$ cat src/rtl/hqc_rs_pkg.sv
// Shared RS decoder definitions: parameter selection, GF(2^8) constants and
// the constant-multiplier function used by the syndrome lanes.
package hqc_rs_pkg;

  localparam logic [8:0] GF_POLY = 9'h11D;

  // alpha^i for i = 1..58, alpha = 0x02 under GF_POLY
  localparam logic [7:0] ALPHA_POW [1:58] = '{
    8'h02, 8'h04, 8'h08, 8'h10, 8'h20, 8'h40, 8'h80, 8'h1D, 8'h3A, 8'h74,
    8'hE8, 8'hCD, 8'h87, 8'h13, 8'h26, 8'h4C, 8'h98, 8'h2D, 8'h5A, 8'hB4,
    8'h75, 8'hEA, 8'hC9, 8'h8F, 8'h03, 8'h06, 8'h0C, 8'h18, 8'h30, 8'h60,
    8'hC0, 8'h9D, 8'h27, 8'h4E, 8'h9C, 8'h25, 8'h4A, 8'h94, 8'h35, 8'h6A,
    8'hD4, 8'hB5, 8'h77, 8'hEE, 8'hC1, 8'h9F, 8'h23, 8'h46, 8'h8C, 8'h05,
    8'h0A, 8'h14, 8'h28, 8'h50, 8'hA0, 8'h5D, 8'hBA, 8'h69
  };

  typedef enum logic [2:0] {
    ST_IDLE, ST_READ, ST_DRAIN, ST_OUT, ST_DONE
  } synd_state_e;

  function automatic int n1_sel(input int sec);
    case (sec)
      192:     return 56;
      256:     return 90;
      default: return 46;
    endcase
  endfunction

  function automatic int delta_sel(input int sec);
    case (sec)
      192:     return 16;
      256:     return 29;
      default: return 15;
    endcase
  endfunction

  function automatic int aw_sel(input int sec);
    return (sec == 256) ? 7 : 6;
  endfunction

  // With c a constant this folds down to a fixed XOR network on x.
  function automatic logic [7:0] gf256_mul_const(input logic [7:0] x, input logic [7:0] c);
    logic [7:0] acc;
    logic [7:0] sh;
    acc = '0;
    sh  = x;
    for (int b = 0; b < 8; b++) begin
      if (c[b]) acc ^= sh;
      sh = {sh[6:0], 1'b0} ^ (sh[7] ? GF_POLY[7:0] : 8'h00);
    end
    return acc;
  endfunction

endpackage

$ cat src/rtl/hqc_rsdecod_synd_cell.sv
// One syndrome lane: Horner accumulator S <= S*alpha^IDX ^ din.
// HQC_RS_SYND_ZERO_DETECT_EN adds the nz port (next value non-zero).
module hqc_rsdecod_synd_cell
  import hqc_rs_pkg::*;
#(
  parameter int IDX = 1
) (
  input  logic       clk,
  input  logic       rst_n,
  input  logic       clr,
  input  logic       en,
  input  logic [7:0] din,
`ifdef HQC_RS_SYND_ZERO_DETECT_EN
  output logic       nz,
`endif
  output logic [7:0] acc
);

  localparam logic [7:0] ALPHA_I = ALPHA_POW[IDX];

  logic [7:0] acc_nxt;

  always_comb begin
    acc_nxt = acc;
    if (clr)     acc_nxt = '0;
    else if (en) acc_nxt = gf256_mul_const(acc, ALPHA_I) ^ din;
  end

`ifdef HQC_RS_SYND_ZERO_DETECT_EN
  assign nz = |acc_nxt;
`endif

  always_ff @(posedge clk or negedge rst_n) begin
    if (!rst_n) acc <= '0;
    else        acc <= acc_nxt;
  end

endmodule

$ cat src/rtl/hqc_rsdecod_syndrome.sv
// RS syndrome stage: Horner-reads N1 bytes from RAM, streams 2*DELTA syndromes.
// HQC_RS_SYND_ZERO_DETECT_EN enables the all-zero syndrome flag.
module hqc_rsdecod_syndrome
  import hqc_rs_pkg::*;
#(
  parameter int PARAM_SECURITY = 128,
  parameter int N1             = n1_sel(PARAM_SECURITY),
  parameter int DELTA          = delta_sel(PARAM_SECURITY),
  parameter int AW             = aw_sel(PARAM_SECURITY),
  parameter int IW             = 6
) (
  input  logic          clk_i,
  input  logic          rst_ni,
  input  logic          start_i,
  output logic          busy_o,
  output logic          done_o,
  input  logic [7:0]    ram_din_i,
  output logic          ram_din_rd_o,
  output logic [AW-1:0] ram_din_addr_o,
  output logic [7:0]    synd_o,
  output logic [IW-1:0] synd_idx_o,
  output logic          synd_valid_o,
  input  logic          synd_ready_i,
  output logic          synd_zero_o
);

  localparam int            NS        = 2 * DELTA;
  localparam logic [AW-1:0] ADDR_LAST = AW'(N1 - 1);
  localparam logic [IW-1:0] IDX_LAST  = IW'(NS - 1);

  synd_state_e          state;
  logic                 rd_q;   // RAM data for last cycle's read is on ram_din_i
  logic                 clr;
  logic [NS-1:0][7:0]   acc;

  assign clr = (state == ST_IDLE) && start_i;

`ifdef HQC_RS_SYND_ZERO_DETECT_EN
  logic [NS-1:0] nz;
`endif

  for (genvar g = 0; g < NS; g++) begin : g_lane
    hqc_rsdecod_synd_cell #(.IDX(g + 1)) u_cell (
      .clk   (clk_i),
      .rst_n (rst_ni),
      .clr   (clr),
      .en    (rd_q),
      .din   (ram_din_i),
`ifdef HQC_RS_SYND_ZERO_DETECT_EN
      .nz    (nz[g]),
`endif
      .acc   (acc[g])
    );
  end

  always_ff @(posedge clk_i or negedge rst_ni) begin
    if (!rst_ni) begin
      state          <= ST_IDLE;
      busy_o         <= 1'b0;
      done_o         <= 1'b0;
      ram_din_rd_o   <= 1'b0;
      ram_din_addr_o <= '0;
      rd_q           <= 1'b0;
      synd_valid_o   <= 1'b0;
      synd_idx_o     <= '0;
    end else begin
      rd_q   <= ram_din_rd_o;
      done_o <= 1'b0;
      case (state)
        ST_IDLE: if (start_i) begin
          state          <= ST_READ;
          busy_o         <= 1'b1;
          ram_din_rd_o   <= 1'b1;
          ram_din_addr_o <= ADDR_LAST;
        end
        ST_READ: begin
          if (ram_din_addr_o == '0) begin
            state        <= ST_DRAIN;
            ram_din_rd_o <= 1'b0;
          end else begin
            ram_din_addr_o <= ram_din_addr_o - AW'(1);
          end
        end
        ST_DRAIN: begin
          state        <= ST_OUT;
          synd_valid_o <= 1'b1;
        end
        ST_OUT: if (synd_ready_i) begin
          if (synd_idx_o == IDX_LAST) begin
            state        <= ST_DONE;
            synd_valid_o <= 1'b0;
            synd_idx_o   <= '0;
            done_o       <= 1'b1;
          end else begin
            synd_idx_o <= synd_idx_o + IW'(1);
          end
        end
        ST_DONE: begin
          state  <= ST_IDLE;
          busy_o <= 1'b0;
        end
        default: state <= ST_IDLE;
      endcase
    end
  end

  always_comb begin
    synd_o = 8'h00;
    for (int g = 0; g < NS; g++)
      if (synd_valid_o && synd_idx_o == IW'(g)) synd_o = acc[g];
  end

`ifdef HQC_RS_SYND_ZERO_DETECT_EN
  logic zero_q;
  // sampled on the DRAIN->OUT edge from next-state values so r_0 is included
  always_ff @(posedge clk_i or negedge rst_ni) begin
    if (!rst_ni)                 zero_q <= 1'b0;
    else if (clr)                zero_q <= 1'b0;
    else if (state == ST_DRAIN)  zero_q <= ~|nz;
  end
  assign synd_zero_o = zero_q;
`else
  assign synd_zero_o = 1'b0;
`endif

endmodule

$ cat config.mk
export PLATFORM = sky130hd
export DESIGN_NAME = hqc_rsdecod_syndrome
export DESIGN_NICKNAME = d
export VERILOG_FILES = /design/src/rtl/hqc_rs_pkg.sv /design/src/rtl/hqc_rsdecod_synd_cell.sv /design/src/rtl/hqc_rsdecod_syndrome.sv
export SDC_FILE = /design/constraint.sdc
export NUM_CORES = 1
export LEC_CHECK = 0
export BUFFER_PORTS_ARGS = -buffer_cell sky130_fd_sc_hd__buf_4
export CAP_MARGIN = 20
export CORE_MARGIN = 2
export CORE_UTILIZATION = 50
export CTS_BUF_LIST = sky130_fd_sc_hd__clkbuf_2 sky130_fd_sc_hd__clkbuf_4 sky130_fd_sc_hd__clkbuf_8
export DETAILED_ROUTE_END_ITERATION = 10
export PLACE_DENSITY_LB_ADDON = 0.15
export SETUP_SLACK_MARGIN = 0.1
export SLEW_MARGIN = 20
export SYNTH_ARGS = -nofsm -noshare
export SYNTH_HDL_FRONTEND = slang
export SYNTH_SLANG_ARGS = --single-unit
$ cat constraint.sdc
create_clock -name clk_i -period 2.7 [get_ports clk_i]
set_clock_uncertainty 0.05 [all_clocks]
set_input_delay 0.135 -clock clk_i [delete_from_list [all_inputs] [get_ports clk_i]]
set_output_delay 0.135 -clock clk_i [all_outputs]
set_load 0.02 [all_outputs]
# Word level (Yosys, flattened, before mapping)
# Index checks and enable logic that the tools add are counted.
# totals
reg_bits,260
in_bits,12
output_inout_bits,25
wordCells,796
# op_classes
n_addsub,2
n_eq_ne,38
muxes,435
bitwise,239
reduce_logical,44
# ops
operator,n
$mux 8,264
$xor 8x8->8,239
$mux 5,152
$eq 6x5->1 const B,14
$eq 6x4->1 const B,8
$logic_and 1x1->1,31
$eq 6x3->1 const B,4
$mux 6,3
$eq 6x2->1 const B,2
$logic_not 6->1,2
$mux 3,4
$pmux 3 s4,1
$pmux 6 s2,1
$ne 2x2->1 const B,5
$reduce_and 3->1,3
$reduce_bool 2->1,4
$mux 1,7
$add 6x1->6 const B,1
$eq 3x2->1 const B,2
$eq 6x1->1 const B,1
$pmux 1 s2,3
$sub 6x1->6 const B,1
$reduce_and 2->1,2
$reduce_and 4->1,1
3 further kinds,3

# Longest topological paths before layout
# depth
depth_word,32
depth_mapped,12
ltp_nobuf,9

# Modules after synthesis
# A second synthesis with hierarchy kept.
# hier_totals
hier_cells,2013
area_unflattened_um2,19982.9
# by_module_without_submodules
mod,n_inst,cells_each,area_per_inst_um2,seq_area_each_um2
hqc_rsdecod_syndrome,1,533,3768.6,500.5
hqc_rsdecod_synd_cell at g_lane[14].u_cell ...,2,57,585.6,200.2
hqc_rsdecod_synd_cell at g_lane[28].u_cell ...,2,49,555.5,200.2
hqc_rsdecod_synd_cell at g_lane[26].u_cell,1,47,595.6,200.2
hqc_rsdecod_synd_cell at g_lane[17].u_cell,1,54,590.6,200.2
hqc_rsdecod_synd_cell at g_lane[22].u_cell,1,45,586.8,200.2
hqc_rsdecod_synd_cell at g_lane[18].u_cell,1,52,581.8,200.2
hqc_rsdecod_synd_cell at g_lane[19].u_cell,1,51,579.3,200.2
hqc_rsdecod_synd_cell at g_lane[12].u_cell,1,53,575.6,200.2
hqc_rsdecod_synd_cell at g_lane[6].u_cell,1,54,568.0,200.2
hqc_rsdecod_synd_cell at g_lane[11].u_cell,1,54,565.5,200.2
hqc_rsdecod_synd_cell at g_lane[5].u_cell,1,54,560.5,200.2
hqc_rsdecod_synd_cell at g_lane[9].u_cell,1,51,556.8,200.2
hqc_rsdecod_synd_cell at g_lane[16].u_cell,1,55,554.3,200.2
15 more rows,-,-,-,-

# Worst setup path after synthesis
# OpenSTA, ideal clock, no wires.
# synth_timing
path_kind,flip-flop to output port
start,reg synd_idx_o[0]
end,out synd_o[4]
t_arrival_ns,2.964
required_time_ns,2.515
setup_slack_ns,-0.449
stages_incl_launch_ff,13
path_buffers,3
path_cell_list,dfrtp_1 -> inv_1 -> ha_1 -> buf_6 -> and3_4 -> and2_0 -> clkbuf_1 -> or4_1 -> clkbuf_1 -> nor3_1 -> o211ai_1 -> a211o_1 -> a21oi_1
# synth_via
elab_chain_len,32
word_cells_on_any_way,90
classes_between,29 x eq/ne; 30 x mux; 31 x reduce/logical
# synth_rtl
item,line_no,source
from (decl),hqc_rsdecod_syndrome.sv:21,"output logic [IW-1:0] synd_idx_o,"
from (signal assigned),hqc_rsdecod_syndrome.sv:95,synd_idx_o <= synd_idx_o + IW'(1);
$logic_not 6->1,hqc_rsdecod_syndrome.sv:110,if (synd_valid_o && synd_idx_o == IW'(g)) synd_o = acc[g];
$logic_and 1x1->1,hqc_rsdecod_syndrome.sv:110,
$mux 8 (29 in a row),hqc_rsdecod_syndrome.sv:110,
$mux 8 (*),hqc_rsdecod_syndrome.sv:110,
to (decl),hqc_rsdecod_syndrome.sv:20,"output logic [7:0] synd_o,"
# Mark *: on every way between the ends. The rest lies on a longest branch, timed or not.

# Final worst setup path
# layout_timing
start,reg synd_idx_o[1]
end,out synd_o[0]
# Same word-level chain as after synthesis.

==> run_results.csv <==
group,metric,value,unit
cells_and_area,fin_nets,2186,
cells_and_area,areaGrowthSynthToFinish,17.2,%
die,io_pins,37,
yosys,yosysSeqAreaShare,34.9,%
setup_path,path_common_cell,"buf_6",
clock_network,clk_pin_slew,0.07,ns
setup_path,cp_cell_sequence,"ha_4 > buf_6 > or2_2 > nor2_1 > o22ai_2 > o32ai_2 > nor2_2 > o311ai_1 > buf_4 > a21o_1 > buf_6",
clock_network,cts-root-buf,"clkbuf_8",
clock_network,clock_latency,0.64,ns
setup_path,worstSetupEndpoint,"synd_o[0]",
setup_path,slowest_delay,0.46,ns
cells_and_area,mostFrequentLayoutCells,"xnor2_1 (503), nor2_1 (299), dfrtp_1 (256), buf_4 (187), xor2_1 (169)",
setup_path,slowest_stage,"dfrtp_2",
sta,max_freq,290,MHz
setup_path,cp.required,2.52,ns
placement,port_buffers,35,
sta,worst_slack,-0.746,ns
cells_and_area,final_common_cell,"xnor2_1",
cells_and_area,diodes,0,
global_route,grt_max_degree,99,
die,die_x,197,um
worst_hold_path,hold_class,"primary input to flip-flop",
sta,tns,-5.60,ns
yosys,ys_types,73,
die,core_area,36700,um2
yosys,ys_seq_elements,260,
routing,drcViolationCount,0,
clock_network,numCtsBuffers,50,
routing,drtIter0Drc,1203,
setup_path,end_kind,"output pin",
yosys,synth-warning-count,0,
routing,firstDrtPassIters,7,
sta,hold_slack,0.0437,ns
die,dieArea,38800,um2
global_route,antenna_found_initial,0,
setup_path,r2r_end,"state[1]$_DFFE_PN0P_",
sta,max-slew-margin-rel,44.3,%
yosys,synth_edf_count,0,
run_status,status,"finished, violations left",
yosys,syn_nets,2103,
setup_path,r2r_setup_slack,0.37,ns
sta,fin_crit,3.45,ns
routing,vias_per_cell,5.65,
routing,drt.antenna.violating_nets,0,
setup_path,critical_path_class,"flip-flop to output pin",
placement,hpwl,37400,um
yosys,synth_flop_cell,"dfrtp_1",
sta,drv_slew,0,
setup_path,rr_startpoint,"synd_idx_o[1]$_DFFE_PN0P_",
routing,vias,15110,
setup_path,worstPathArrival,3.26,ns
die,die_h,197,um
setup_path,startpoint,"synd_idx_o[1]$_DFFE_PN0P_",
sta,fin_crit_sh,128,%
clock_network,clockBufferDepth,3,
global_route,grt_pass1_wl,87000,um
clock_network,cts_tree,"built",
die,rows,70,
cells_and_area,fin_util,59.5,%
global_route,grt.overflow.total,0,
job,cap_violations,0,
run_status,failed_checks,"negative setup slack",
global_route,grt_usage,29.0,%
die,start_util,50.8,%
clock_network,clock_sinks,260,
routing,wl_per_cell,20.6,um
routing,routed_wl,55100,um
yosys,syn_area,18600,um2
global_route,grt_pass1_vias,14926,
yosys,syn_inst,2085,
sta,setup_violations,8,
sta,worstMarginPinSlew,0.836,ns
yosys,syn_area_per_cell,8.94,um2
clock_network,htree_num_levels,2,
sta,final-hold-violation-count,0,
sta,rsz0062_at_grt,"true",
yosys,async_reset_ff_share,100,%
placement,post-place-ws,-0.348,ns
cells_and_area,drive_above_1_share,17.1,%
setup_path,reg2reg_depth,9,
setup_path,critPathMaxFanout,5,
placement,gp_congestion,0.956,
setup_path,cp-start-kind,"flip-flop",
logic make-up after synthesis:
logic type                 synth area share (%)
xor gates and xnor gates                   31.7
and+or+nand+nor                            13.5
AOI/OAI and AO/OA                          10.7
DFF                                        34.9
buffers and inverters                      4.34
muxes                                      4.46
adders and majority gates                 0.403
other                                    0.0201
routing by layer:
metal | track usage, % | wire length (um)
met5 | 0 | 0
met4 | 8.77 | 1430
met3 | 5.53 | 3080
met2 | 44.5 | 24700
met1 | 41.4 | 25900
worst min-delay path by stage:
stage | from | slack, ns | cells past startpoint | end
floorplan | rst_ni | -0.21 | 0 | busy_o$_DFFE_PN0P_
CTS | ram_din_i[3] | 0.004 | 3 | g_lane[11].u_cell.acc[3]$_DFFE_PN0P_
detailed placement | rst_ni | -0.10 | 1 | g_lane[11].u_cell.acc[6]$_DFFE_PN0P_
finish | ram_din_i[3] | 0.04 | 3 | g_lane[11].u_cell.acc[3]$_DFFE_PN0P_
global route | ram_din_i[3] | 0.02 | 3 | g_lane[11].u_cell.acc[3]$_DFFE_PN0P_
global placement | rst_ni | -0.10 | 1 | g_lane[11].u_cell.acc[6]$_DFFE_PN0P_
Yosys cell counts, types with 5 or more instances:
library cell | number | share of area, %
mux2i_1 | 82 | 4.4
or3_1 | 7 | 0.23
nor2_1 | 304 | 6.1
a211o_1 | 5 | 0.23
buf_1 | 31 | 0.62
a32oi_1 | 7 | 0.33
a21oi_1 | 29 | 0.78
buf_2 | 10 | 0.27
ha_1 | 6 | 0.40
and3_1 | 8 | 0.27
a211oi_1 | 82 | 3.3
a22oi_1 | 13 | 0.52
xor2_1 | 169 | 7.9
a31oi_1 | 6 | 0.20
o22ai_1 | 30 | 1.0
o211ai_1 | 15 | 0.60
dfrtp_1 | 260 | 35
clkbuf_1 | 141 | 2.8
a221oi_1 | 13 | 0.61
xnor2_1 | 503 | 24
inv_1 | 16 | 0.32
a2111oi_0 | 7 | 0.33
a222oi_1 | 6 | 0.32
nor2b_1 | 10 | 0.34
nand2_1 | 144 | 2.9
nand2b_1 | 11 | 0.37
or2_2 | 5 | 0.17
nand3_1 | 31 | 0.83
nor3_1 | 30 | 0.81
o21ai_0 | 30 | 0.81
timing repair:
action | 4_1_cts | 5_1_grt
hold buffers | 4 | 0
setup endpoints to repair | 8 | 8
endpoints found under the hold margin | 274 | 0
pin swaps | 17 | 15
setup buffers | 3 | 1
gates resized for setup | 53 | 27
cloned | 0 | 0
sequential cells by signal, summed over array words and instances, names as in the netlist:
signal	count
done_o	1
state	3
ram_din_rd_o	1
synd_idx_o	6
rd_q	1
g_lane.u_cell.acc	240
synd_valid_o	1
busy_o	1
ram_din_addr_o	6
per-stage QoR:
stage	area [um2]	instances
after floorplan	18700	2085
final	21800	2673
after detailed placement	20400	2576
after global routing	21800	2673
after CTS	21700	2672
after global placement	20400	2576
area by class of cell:
type / instances / area, um2
clock inverters: 3 / 17.5
flip-flops and latches: 260 / 6510
repair buffers: 218 / 1890
inverters: 17 / 71.3
clock buffers: 86 / 1050
well taps: 468 / 586
fillers: 3232 / 14900
multi-input cells: 1621 / 11700
worst max-delay path: cells and delay by family, from the launching register on:
| family | cells | cell delay (ns) |
|---|---|---|
| compound gates | 4 | 0.95 |
| simple gates | 3 | 0.62 |
| flops | 1 | 0.46 |
| buf+inv | 3 | 0.40 |
| fa+ha+maj | 1 | 0.20 |
Power is not shown: default switching activity piles up to over one toggle a cycle in this logic, so the estimate is an artifact.
